`src/rtl/result_drain_packer.sv`:
```
// rtl/result_drain_packer.sv - drains the FP16 result FIFO and packs 16 results per 256-bit beat
module result_drain_packer #(
    parameter int RES_W  = 16,
    parameter int BEAT_W = 256,
    parameter int CNT_W  = 15
) (
    input  logic              i_clk,
    input  logic              i_reset_n,
    input  logic              i_start,
    input  logic [CNT_W-1:0]  i_num_results,
    output logic              o_result_fifo_ren,
    input  logic [RES_W-1:0]  i_result_fifo_rdata,
    input  logic              i_result_fifo_empty,
    output logic [BEAT_W-1:0] o_beat_data,
    output logic              o_beat_valid,
    input  logic              i_beat_ready,
    output logic              o_beat_last,
    output logic              o_busy,
    output logic              o_done,
    output logic [CNT_W-1:0]  o_drained_count
);
    localparam int                LANES       = BEAT_W / RES_W;
    localparam int                LANE_W      = $clog2(LANES) + 1;
    localparam logic [LANE_W-1:0] LANES_CNT   = LANE_W'(LANES);
    localparam logic [CNT_W-1:0]  MAX_RESULTS = CNT_W'(16384);

    typedef enum logic [2:0] {
        S_IDLE,
        S_DRAIN,
        S_FLUSH,
        S_WAIT_LAST,
        S_DONE
    } state_t;

    state_t            state;
    logic [CNT_W-1:0]  remaining;
    logic [LANE_W-1:0] lane_cnt;
    logic              inflight;
    logic [BEAT_W-1:0] pack_reg;

    logic [LANE_W-1:0] lane_eff;
    logic [BEAT_W-1:0] pack_eff;
    logic [CNT_W-1:0]  start_count;
    logic              all_read;
    logic              out_free;
    logic              load_beat;
    logic              load_last;
    logic              ren;

    // pack_eff/lane_eff include the word landing this cycle, so a completed
    // beat can move to the output register in the same cycle it is captured.
    always_comb begin
        lane_eff = lane_cnt + LANE_W'(inflight);
        pack_eff = pack_reg;
        for (int k = 0; k < LANES; k++) begin
            if (inflight && (lane_cnt == LANE_W'(k))) begin
                pack_eff[k*RES_W +: RES_W] = i_result_fifo_rdata;
            end
        end

        start_count = (i_num_results > MAX_RESULTS) ? MAX_RESULTS : i_num_results;
        all_read    = (remaining == '0);
        out_free    = !o_beat_valid || i_beat_ready;

        load_beat = 1'b0;
        load_last = 1'b0;
        if (state == S_DRAIN) begin
            if (((lane_eff == LANES_CNT) || (all_read && (lane_eff != '0))) && out_free) begin
                load_beat = 1'b1;
                load_last = all_read;
            end
        end else if ((state == S_FLUSH) && out_free) begin
            load_beat = 1'b1;
            load_last = 1'b1;
        end

        // Counting the in-flight word keeps a held packing register from overflowing.
        ren = (state == S_DRAIN) && !i_result_fifo_empty && !all_read && (lane_eff < LANES_CNT);
    end

    assign o_result_fifo_ren = ren;

    always_ff @(posedge i_clk or negedge i_reset_n) begin
        if (!i_reset_n) begin
            state           <= S_IDLE;
            remaining       <= '0;
            lane_cnt        <= '0;
            inflight        <= 1'b0;
            pack_reg        <= '0;
            o_beat_data     <= '0;
            o_beat_valid    <= 1'b0;
            o_beat_last     <= 1'b0;
            o_busy          <= 1'b0;
            o_done          <= 1'b0;
            o_drained_count <= '0;
        end else begin
            inflight <= ren;
            o_done   <= 1'b0;

            if (ren) begin
                remaining       <= remaining - CNT_W'(1);
                o_drained_count <= o_drained_count + CNT_W'(1);
            end

            if (load_beat) begin
                o_beat_data  <= pack_eff;
                o_beat_valid <= 1'b1;
                o_beat_last  <= load_last;
            end else if (o_beat_valid && i_beat_ready) begin
                o_beat_valid <= 1'b0;
                o_beat_last  <= 1'b0;
            end

            case (state)
                S_IDLE: begin
                    if (i_start) begin
                        remaining       <= start_count;
                        o_drained_count <= '0;
                        pack_reg        <= '0;
                        lane_cnt        <= '0;
                        o_busy          <= 1'b1;
                        if (start_count == '0) begin
                            state  <= S_DONE;
                            o_done <= 1'b1;
                        end else begin
                            state <= S_DRAIN;
                        end
                    end
                end
                S_DRAIN: begin
                    if (load_beat) begin
                        pack_reg <= '0;
                        lane_cnt <= '0;
                        if (all_read) begin
                            state <= S_WAIT_LAST;
                        end
                    end else begin
                        pack_reg <= pack_eff;
                        lane_cnt <= lane_eff;
                        if (all_read && (lane_eff != '0)) begin
                            state <= S_FLUSH;
                        end
                    end
                end
                S_FLUSH: begin
                    if (load_beat) begin
                        pack_reg <= '0;
                        lane_cnt <= '0;
                        state    <= S_WAIT_LAST;
                    end
                end
                S_WAIT_LAST: begin
                    if (o_beat_valid && i_beat_ready) begin
                        state  <= S_DONE;
                        o_done <= 1'b1;
                    end
                end
                S_DONE: begin
                    state  <= S_IDLE;
                    o_busy <= 1'b0;
                end
                default: state <= S_IDLE;
            endcase
        end
    end
endmodule

```
`config.mk`:
```
export PLATFORM = sky130hd
export DESIGN_NAME = result_drain_packer
export DESIGN_NICKNAME = d
export VERILOG_FILES = /design/src/rtl/result_drain_packer.sv
export SDC_FILE = /design/constraint.sdc
export NUM_CORES = 1
export LEC_CHECK = 0
export CORE_MARGIN = 10
export CORE_UTILIZATION = 50
export CTS_BUF_LIST = sky130_fd_sc_hd__clkbuf_8 sky130_fd_sc_hd__clkbuf_16
export DETAILED_ROUTE_END_ITERATION = 10
export PLACE_DENSITY = 0.84
export SKIP_CTS_REPAIR_TIMING = 1
export SLEW_MARGIN = 20
export SYNTH_ARGS = -nofsm -noshare
export SYNTH_HDL_FRONTEND = slang
export SYNTH_SLANG_ARGS = --single-unit
```
`constraint.sdc`:
```
create_clock -name i_clk -period 8.2 [get_ports i_clk]
set_input_delay 1.23 -clock i_clk [delete_from_list [all_inputs] [get_ports i_clk]]
set_output_delay 1.23 -clock i_clk [all_outputs]
set_load 0.005 [all_outputs]
```
# Yosys cells after proc, flatten, opt, wreduce, memory -nomap -nowiden
# Cells that the tools add are included.
[word_totals]
in_bits = 36
output_inout_bits = 276
register_bits = 555
word_cells = 133
[op_classes]
muxes = 53
reduce_logical = 39
n_eq_ne = 25
magnitude_cmp = 2
n_addsub = 3
[ops]
columns = ["cell", "n"]
rows = [
  ["256-bit 2-to-1 mux", 3],
  ["256-bit one-hot mux with 3 select lines", 1],
  ["16-bit 2-to-1 mux", 16],
  ["15-bit 2-to-1 mux", 7],
  ["5-bit by 4-bit == test with 1-bit output, second input constant", 8],
  ["15-bit zero test", 2],
  ["1-bit logical AND", 23],
  ["3-bit 2-to-1 mux", 7],
  ["5-bit by 3-bit == test with 1-bit output, second input constant", 4],
  ["15-bit by 1-bit adder with 15-bit output, second input constant", 1],
  ["15-bit greater-than comparator, second input constant", 1],
  ["5-bit 2-to-1 mux", 3],
  ["5-bit one-hot mux with 3 select lines", 1],
  ["15-bit by 1-bit subtractor with 15-bit output, second input constant", 1],
  ["1-bit 2-to-1 mux", 12],
  ["3-bit one-hot mux with 4 select lines", 1],
  ["5-bit by 2-bit == test with 1-bit output, second input constant", 2],
  ["3-bit by 2-bit == test with 1-bit output, second input constant", 2],
  ["2-bit inequality test, second input constant", 3],
  ["5-bit by 1-bit adder with 5-bit output", 1],
  ["5-bit by 1-bit == test with 1-bit output, second input constant", 1],
  ["5-bit == test, second input constant", 1],
  ["5-bit zero test", 1],
  ["5-bit < comparator, second input constant", 1],
  ["14 further kinds", 19],
]

# Logic depth before layout (Yosys ltp)
# Gate-level depths: netlist of the first run.
[depth]
ltp_word = 9
mapped_depth = 11
depth_no_buf = 9

# Worst setup path after synthesis of the first run
# OpenSTA, ideal clock, no wires.
[synth_path]
path_type = "input to output"
start = "in i_result_fifo_empty"
end = "out o_result_fifo_ren"
slack_ps = 4855
t_required_ps = 6970
n_path_buf = 1
path_stages = 3
arrival_time_ps = 2115
path_cell_list = "or3_1 inv_1 buf_1"
[synth_between]
elab_chain_len = 4
[synth_lines]
columns = ["element", "line_no", "text"]
rows = [
  ["start: declaration", "13", "input logic i_result_fifo_empty,"],
  ["1-bit zero test", "78", "ren = (state == S_DRAIN) && !i_result_fifo_empty && !all_read && (lane_eff < LANES_CNT);"],
  ["1-bit logical AND (3 in series)", "78", ""],
  ["end: declaration", "11", "output logic o_result_fifo_ren,"],
]
# Every way passes these cells.

# Final worst setup path of the first run
[layout_path]
start = "reg remaining[0]"
end = "out o_result_fifo_ren"
[layout_between]
elab_chain_len = 4
[layout_lines]
columns = ["element", "line_no", "text"]
rows = [
  ["start: declaration", "36", "logic [CNT_W-1:0] remaining;"],
  ["start signal: assignment", "101", "remaining <= remaining - CNT_W'(1);"],
  ["start signal: assignment", "117", "remaining <= start_count;"],
  ["15-bit zero test", "62", "all_read = (remaining == '0);"],
  ["1-bit zero test", "78", ""],
  ["1-bit logical AND (2 in series)", "78", ""],
]
# Every way passes these cells.

==> results of run 1 <==
## final cells by class
class | instances | area share
antenna | 1 | 0.0000839
multi-input combinational | 1018 | 0.322
inverter | 7 | 0.000881
timing repair buffer | 351 | 0.116
sequential | 555 | 0.466
clock buffer | 72 | 0.0563
tap | 615 | 0.0258
clock inverter | 38 | 0.0132
## kinds of logic after synthesis
| kind of cell | count (synthesis) | synth area share |
|---|---|---|
| XOR/XNOR | 28 | 0.0101 |
| buffers and inverters | 155 | 0.0339 |
| adder cells (fa/ha/maj) | 4 | 0.00206 |
| multiplexers | 513 | 0.238 |
| AO/OA/AOI/OAI | 323 | 0.112 |
| AND/OR/NAND/NOR | 150 | 0.0319 |
| flip-flops | 555 | 0.572 |
## metrics by stage
step                std cells  hold slack (ps)  instance area [sq um]  utilization  worst slack [ps]
floorplan                1728              451                  24300            -              4850
global placement         2545              465                  27700        0.579              3630
detailed placement       2545              468                  27700        0.579              3590
CTS                      2655              486                  29800        0.622              3170
global route             2656              493                  29800        0.623              2930
finish                   2657              482                  29800        0.623              3130
## cells in the mapped netlist (3+ instances only)
master	count	area, sq um
dfrtp_1	555	13900
mux2_2	487	5480
o2bb2ai_1	256	2240
clkbuf_1	83	312
nand2_1	33	124
nand3_1	32	160
nor2_1	29	109
mux2_1	25	282
buf_6	20	225
o21ai_0	20	100
buf_2	19	95.1
buf_4	18	135
xor2_1	18	158
a31o_2	17	149
nor4_1	11	68.8
xnor2_1	10	87.6
buf_1	8	30.0
inv_1	7	26.3
a21oi_1	6	30.0
nand3b_1	6	45.0
nor3_1	6	30.0
and2_1	5	31.3
nand4_1	5	31.3
a22o_1	4	35.0
ha_1	4	50.1
nor2b_1	4	25.0
a211o_1	3	26.3
and4_1	3	26.3
nor3b_1	3	22.5
or3_1	3	18.8
## worst reg2reg max path: stages (launching register included)
cell	delay, ps
dfrtp_1	400
inv_1	70
ha_1	160
or3b_2	500
or3_1	390
or3_4	430
a211o_1	330
a21oi_4	190
buf_4	600
buf_4	970
mux2_2	500
## worst paths after layout
path	start	slack [ps]	end
max	remaining[0]	3130	o_result_fifo_ren
min	pack_reg[223]	480	pack_reg[223]
max reg2reg	remaining[0]	3550	o_beat_data[190]
min reg2reg	pack_reg[223]	480	pack_reg[223]
max in group asynchronous	i_reset_n	5990	o_beat_data[95]
min in group asynchronous	i_reset_n	500	o_drained_count[14]
## layer usage
layer,part of all wire,up-vias
met1,0.45,8456
met4,0.016,0
met3,0.076,101
li1,-,6979
met2,0.46,634
met5,0,-
## power by group
part / internal (mW) / total (mW) / switching, mW
Clock: 1.70 / 2.81 / 1.11
Combinational: 0.908 / 2.63 / 1.72
Sequential: 2.94 / 3.11 / 0.169
## placed cells by master (no fill, tap or decap), types with 4 or more instances in the layout
master and instances:
and2_1 5, ha_1 4, dfrtp_1 555, nor2b_1 4, a22o_1 4, clkinv_2 11, o2bb2ai_1 256, clkdlybuf4s50_1 310
nand4_1 5, xor2_1 18, nand3_1 31, nor3_1 6, o21ai_0 20, xnor2_1 10, a31o_2 17, inv_1 20
buf_4 37, nor4_1 11, clkbuf_16 61, mux2_1 25, bufinv_16 8, nor2_1 29, a21oi_1 6, clkbuf_8 11
mux2_2 487, nand2_1 33, nand3b_1 6
==> out/results.ini, run 1 <==
[global_route]
grt_usage=0.233
grt_pass1_wl_microns=105000
use_met2=0.362
grt_pass1_vias=17000
antenna_found_initial=1
top_usage_layer=met2
grt_overflow=0
gr-usage-met1=0.325
met3_usage=0.0539
grt_start_max_net_pins=160

[clock_network]
htreeDepth=2
clkSinkCount=555
path_clk_slew_ps=60
cts_root_buf=clkbuf_16
cts_tree=built
clock_latency_ps=610
numCtsBuffers=58
cts_buffer_depth=3

[cells_and_area]
fillers=3469
fin_nets=2031
seqCellArea_sq_um=13900
syn_to_final_growth_pct=22.8
multi_input_area_sq_um=9590
drive_gt1_frac=0.319

[setup_path]
cpMostUsedCell=inv_1
cp_top_family=simple AND/OR/NAND/NOR gates
slowest_stage=or4b_2
crit_required_ps=6970
crit_path_end_kind=output pin
criticalPathCategory=flop to output pin
cp_max_fo=16
path_buf_inv=3
crit_chain=inv_1 -> ha_1 -> or4b_2 -> o41ai_1 -> or3_1 -> inv_1 -> clkdlybuf4s50_1
slowest_delay_ps=600
cp-start-kind=flop
ff2ff_path_depth=10
crit_cells=7
crit_arrival_ps=3840

[worst_hold_path]
hp-class=flop to flop
holdPathStages=1

[route]
wl_per_cell_microns=25.8
wirelength_microns=68500
drt_iter0_markers=1328
drc_errors=0
routed_via_density=6.09
ant_nets=0
drt_first_pass_iters=5
vias=16170

[floorplan]
io_pins=312
num_rows=80
die_area_sq_um=57800
die_w_microns=240
start_util=0.507
coreArea_sq_um=47800
die_h_microns=240

[sta]
fmax_ghz=0.197
fin_tns_setup_ps=0
fin_crit_ps=5070
slew_headroom=0.205
fin_skew_ps=20.1
tightestPinTransition_ps=1190
rsz0062_at_grt=false
finalCritPeriodShare=0.618
hold_viol=0
setup_viol=0
drv_slew=0

[synth]
netlist_area_sq_um=24300
synth_edf_count=0
synth_cells=1728
ys_warn_count=0
synth_cell_types=53
synth_ff_type=dfrtp_1
synth.net_count=1768
ys_async_sr_fraction=1.00
ys_ff_latch=555
ys_seq_area_frac=0.572
synth.avg_cell_area_sq_um=14.0

[placed_design]
dp_hpwl_microns=43600
routabilityCongestion=0.839
portBuffers=311

[pwr]
p_leak_nw=13.8
power_density_nw_per_um2=287
design_power_total_mw=8.55
ir_drop_v=0.000213

[run]
cap_violations=0

[run_status]
outcome=complete, no violations

No activity file was read; power rests on OpenSTA's default activity.
==> run 2: changes to the inputs <==
Clock period 8.2 ns to 4.7 ns, I/O delays scaled along.
==> out/results.ini, run 2 (synthesis gave the netlist of run 1 again) <==
[run_status]
outcome=complete, no violations

[pwr]
power_density_nw_per_um2=498  ; +74%
ir_drop_v=0.000518  ; +140%
p_leak_nw=13.9  ; +0.44%

[sta]
setup_viol=0  ; unchanged
finalCritPeriodShare=0.900
hold_viol=0  ; unchanged
rsz0062_at_grt=false
worst_slack_ps=471  ; -2660 ps
fmax_ghz=0.236
fin_tns_setup_ps=0  ; unchanged
slew_headroom=0.316  ; +0.111
drv_slew=0  ; unchanged
timing.hold.ws_ps=143  ; -338 ps
fin_skew_ps=13.9  ; -6.13 ps
tightestPinTransition_ps=1030  ; -164 ps
fin_crit_ps=4230

[setup_path]
slowest_stage=or4b_2
crit_required_ps=3990  ; -2980 ps
cp-start-kind=flop
cp_max_fo=16  ; unchanged
criticalPathCategory=flop to output pin
crit_path_end_kind=output pin
crit_arrival_ps=3520  ; -320 ps
slowest_delay_ps=580  ; -20 ps
crit_chain=inv_1 -> ha_1 -> or4b_2 -> o41ai_1 -> buf_4 -> or3_1 -> inv_1 -> buf_4 -> clkdlybuf4s50_1

[global_route]
grt_pass1_wl_microns=106000  ; +0.88%
antenna_found_initial=1  ; unchanged
grt_usage=0.234  ; +0.00112
grt_pass1_vias=17010  ; +0.059%
grt_overflow=0  ; unchanged
grt_start_max_net_pins=127  ; -21%

[placed_design]
pre_cts_ws_ps=770  ; -2820 ps
routabilityCongestion=0.848  ; +1.0%
dp_hpwl_microns=44500  ; +1.9%
portBuffers=311  ; unchanged

[clock_network]
cts_tree=built
numCtsBuffers=57  ; -1.7%
clkSinkCount=555  ; unchanged
cts_buffer_depth=3  ; unchanged
cts_root_buf=clkbuf_16
clock_latency_ps=600  ; about the same
path_clk_slew_ps=60  ; about the same
htreeDepth=2  ; unchanged

[floorplan]
die_area_sq_um=57800  ; unchanged
num_rows=80  ; unchanged
io_pins=312  ; unchanged
start_util=0.507  ; unchanged
die_w_microns=240  ; unchanged
coreArea_sq_um=47800  ; unchanged
die_h_microns=240  ; unchanged

[route]
ant_nets=0  ; unchanged
drt_iter0_markers=1344  ; +1.2%
wl_per_cell_microns=25.5  ; -0.88%
wirelength_microns=68300  ; -0.29%
routed_via_density=6.10  ; +0.21%
vias=16302  ; +0.82%
drc_errors=0  ; unchanged
drt_first_pass_iters=5  ; unchanged

[cells_and_area]
seqCellArea_sq_um=13900  ; unchanged
multi_input_area_sq_um=9600  ; about the same
fin_nets=2050  ; +0.94%
layout_common_cells=dfrtp_1, mux2_2, clkdlybuf4s50_1, o2bb2ai_1, clkbuf_16
syn_to_final_growth_pct=23.4
drive_gt1_frac=0.328  ; +0.00854
final_common_cell=dfrtp_1
fillers=3507  ; +1.1%
diodes=0  ; -1

[run]
cap_violations=0  ; unchanged

[worst_hold_path]
hp-class=primary input to asynchronous set/reset pin

## run 2: cell count changes in the layout (fill, tap and decap cells not counted), sizes merged
cell | previous run | this run
buf | 41 | 61
bufinv | 8 | 7
clkbuf | 72 | 70
clkinv | 11 | 16
diode | 1 | 0
inv | 23 | 18
## run 2: through the flow
step	util	area, sq um	std cells	power (mW)
2_1_floorplan	-	24300	1728	8.59
3_3_place_gp	0.584	27900	2566	10.1
3_5_place_dp	0.584	27900	2566	10.2
4_1_cts	0.626	29900	2673	15.0
5_1_grt	0.626	29900	2673	15.5
6_report	0.626	29900	2673	14.9
## run 2: power breakdown
part           internal [mW]  switching, mW
logic                   1.69           3.03
clock network           2.84           1.93
registers               5.13          0.294
## run 2: final timing paths
check	start	end	slack [ps]	cells past startpoint
max reg2reg	lane_cnt[0]	pack_reg[207]	690	7
min reg2reg	pack_reg[222]	pack_reg[222]	480	1
max in group asynchronous	i_reset_n	pack_reg[3]	3340	2
min	i_reset_n	o_drained_count[5]	140	1
min in group i_clk	pack_reg[222]	pack_reg[222]	480	1
max	remaining[0]	o_result_fifo_ren	470	9
## run 2: final cells by class
cell class,count,share of cell area
repair buffers,371,0.122
flip-flops and latches,555,0.464
multi-input cells,1018,0.320
well taps,615,0.0257
inverters,7,0.000877
clock inverters,37,0.0128
clock buffers,70,0.0544
## run 2: critical path: cells and delay by family (launching register included)
kind	cells	cell delay (ps)
AOI/OAI and AO/OA	1	290
adders and majority gates	1	160
buffers and inverters	5	1070
DFF	1	420
and+or+nand+nor	2	970
## run 2: routing by layer
metal  global-route usage  part of all wire  vias up
li1                     -                 -     7024
met4               0.0629             0.021        0
met3               0.0582             0.081       96
met1                0.327              0.44     8512
met5                    0                 0        -
met2                0.357              0.45      670
==> run 3: changes to the inputs <==
Settings changed: ABC_AREA set to 1, SLEW_MARGIN 20 to 30.
==> out/results.ini, run 3 <==
[clock_network]
clock_latency_ps=630  ; +30 ps
cts_root_buf=clkbuf_16
cts_tree=built
numCtsBuffers=57  ; unchanged
clkSinkCount=555  ; unchanged
cts_buffer_depth=3  ; unchanged
htreeDepth=2  ; unchanged
path_clk_slew_ps=60  ; about the same

[sta]
fmax_ghz=0.266  ; +13%
setup_viol=0  ; unchanged
fin_crit_ps=3760  ; -472 ps
fin_tns_setup_ps=0  ; unchanged
timing.hold.ws_ps=152  ; +8.98 ps
tightestPinTransition_ps=1090  ; +63.5 ps
finalCritPeriodShare=0.800  ; -0.100
worst_slack_ps=942  ; +472 ps
hold_viol=0  ; unchanged
drv_slew=0  ; unchanged
rsz0062_at_grt=false
slew_headroom=0.274  ; -0.0423
fin_skew_ps=29.8  ; +15.8 ps

[pwr]
p_leak_nw=15.9  ; +14%
power.internal_mw=9.15  ; -5.3%
p_clk_frac=0.329  ; +0.009
ir_drop_v=0.000476  ; -8.2%
switching_share=0.396  ; +0.0439
power_density_nw_per_um2=488  ; -2.0%
seq_power_share=0.353  ; -0.011
design_power_total_mw=15.2  ; +1.5%
p_comb_frac=0.318  ; +0.002
p_sw_mw=6.01  ; +14%

[cells_and_area]
fin_util=0.615  ; -0.0112
drive_gt1_frac=0.0524  ; -0.275
fin_cells=4166  ; +56%
layout_common_cells=nand2_1, dfrtp_1, o21ai_0, clkdlybuf4s50_1, nand3_1
fillers=4255  ; +21%
seqCellArea_sq_um=13900  ; unchanged
syn_to_final_growth_pct=21.0
post-route-cell-area_sq_um=31000  ; +3.6%
final_common_cell=nand2_1
fin_nets=3484  ; +70%
multi_input_area_sq_um=10400  ; +8.2%

[floorplan]
coreArea_sq_um=50500  ; +5.5%
die_area_sq_um=60800  ; +5.2%
num_rows=82  ; +2.5%
io_pins=312  ; unchanged
die_w_microns=247  ; +2.6%
die_h_microns=247  ; +2.6%
start_util=0.508  ; +0.000805

[route]
drt_first_pass_iters=8  ; +3
ant_nets=0  ; unchanged
routed_via_density=5.63  ; -7.8%
drc_errors=0  ; unchanged
routed.top_layer=met4
wl_met3_microns=7070  ; +28%
vias=23435  ; +44%
wl_met2_microns=37700  ; +22%
wl_per_cell_microns=19.0  ; -25%
met1Wirelength_microns=31800  ; +5.0%
wirelength_microns=79300  ; +16%
drt_iter0_markers=2846  ; +110%

[global_route]
grt_pass1_vias=22245  ; +31%
grt_pass1_wl_microns=124000  ; +17%
grt_overflow=0  ; unchanged
antenna_found_initial=0  ; -1
grt_usage=0.254  ; +0.0201
grt_start_max_net_pins=181  ; +43%

[placed_design]
dp_cells=4057  ; +58%
dp_hpwl_microns=47200  ; +6.3%
routabilityCongestion=0.894  ; +5.5%
portBuffers=311  ; unchanged
dpl-instance-area_sq_um=28900  ; +3.5%
pre_cts_ws_ps=1320  ; +553 ps

[setup_path]
cp_top_family=simple AND/OR/NAND/NOR gates
r2r_slack_ps=1390  ; +700 ps
slowest_delay_ps=520  ; -60 ps
cp_max_fo=22  ; +6
timing.rr.end=o_beat_data[203]
crit_arrival_ps=3050  ; -470 ps
crit_required_ps=3990  ; about the same
crit_chain=ha_1 -> ha_1 -> nand3_1 -> nand2_1 -> nand2_1 -> nor2_1 -> nand2_1 -> inv_2 -> clkdlybuf4s50_1
ff2ff_path_depth=12  ; +5
path_buf_inv=2  ; -3
crit-reg2reg-launch=lane_cnt[0]
slowest_stage=clkdlybuf4s50_1
crit_path_end_kind=output pin
cpMostUsedCell=nand2_1
criticalPathCategory=flop to output pin
cp-start-kind=flop

[synth]
synth_cells=3282  ; +90%
synth.avg_cell_area_sq_um=7.82  ; -44%
netlist_top_cells_count=nand2_1, dfrtp_1, o21ai_0, nand3_1, clkbuf_1
yosysTopAreaCellShare=0.541  ; -0.0307
ys_warn_count=0  ; unchanged
synthTopCellsByArea=dfrtp_1, nand2_1, o21ai_0, nand3_1, clkbuf_1
synth_top_area_cell=dfrtp_1
synth_ff_type=dfrtp_1
ys_seq_area_frac=0.541  ; -0.0307
synth_cell_types=28  ; -47%
ys_async_sr_fraction=1.00  ; unchanged
ys_ff_latch=555  ; unchanged
synth.net_count=3322  ; +88%
synth_edf_count=0  ; unchanged
synthMostInstantiatedCell=nand2_1
netlist_area_sq_um=25700  ; +5.7%

[run_status]
outcome=complete, no violations

[worst_hold_path]
hp-class=primary input to asynchronous set/reset pin

[run]
cap_violations=0  ; unchanged

run 3: changes by cell type after synthesis, sizes merged, moves of 62 or more:
cell,previous run,this run
mux2,512,0
nand3,32,301
inv,7,69
nand2,33,1462
o21ai,20,537
o2bb2ai,256,0
run 3: cell type report:
class,count,share of cell area
flip-flops and latches,555,0.448
multi-input cells,2413,0.335
repair buffers,347,0.114
clock buffers,69,0.0517
well taps,672,0.0271
clock inverters,39,0.0156
inverters,70,0.00871
diodes,1,0.0000807
run 3: power by group through the flow:
stage               Clock [mW]  Combinational [mW]  Sequential (mW)
global route              5.23                5.21             5.39
global placement             0                4.71             5.42
floorplan                    0                3.39             5.37
finish                    4.99                4.82             5.35
detailed placement           0                4.75             5.42
CTS                       5.05                4.76             5.35
run 3: routing by layer:
layer / global-route usage / vias to the layer above
li1: - / 10878
met5: 0 / -
met2: 0.417 / 1121
met4: 0.0915 / 0
met3: 0.0502 / 172
met1: 0.330 / 11264
run 3: worst max-delay path by stage:
stage                        endpoint  slack (ps)  depth (start not counted)         start
CTS                 o_result_fifo_ren         890                          9   lane_cnt[0]
global placement      o_beat_data[10]        1380                          9  i_beat_ready
floorplan           o_result_fifo_ren        2400                          9   lane_cnt[0]
finish              o_result_fifo_ren         940                          9   lane_cnt[0]
global route        o_result_fifo_ren         650                          9   lane_cnt[0]
detailed placement     o_beat_data[4]        1320                          9  i_beat_ready
run 3: cells by family after synthesis:
kind of cell,Yosys count,share of synthesized area
DFF,555,0.541
buffers and inverters,314,0.0570
and+or+nand+nor,1844,0.287
adders and majority gates,4,0.00195
AOI/OAI and AO/OA,552,0.108
xor gates and xnor gates,13,0.00444
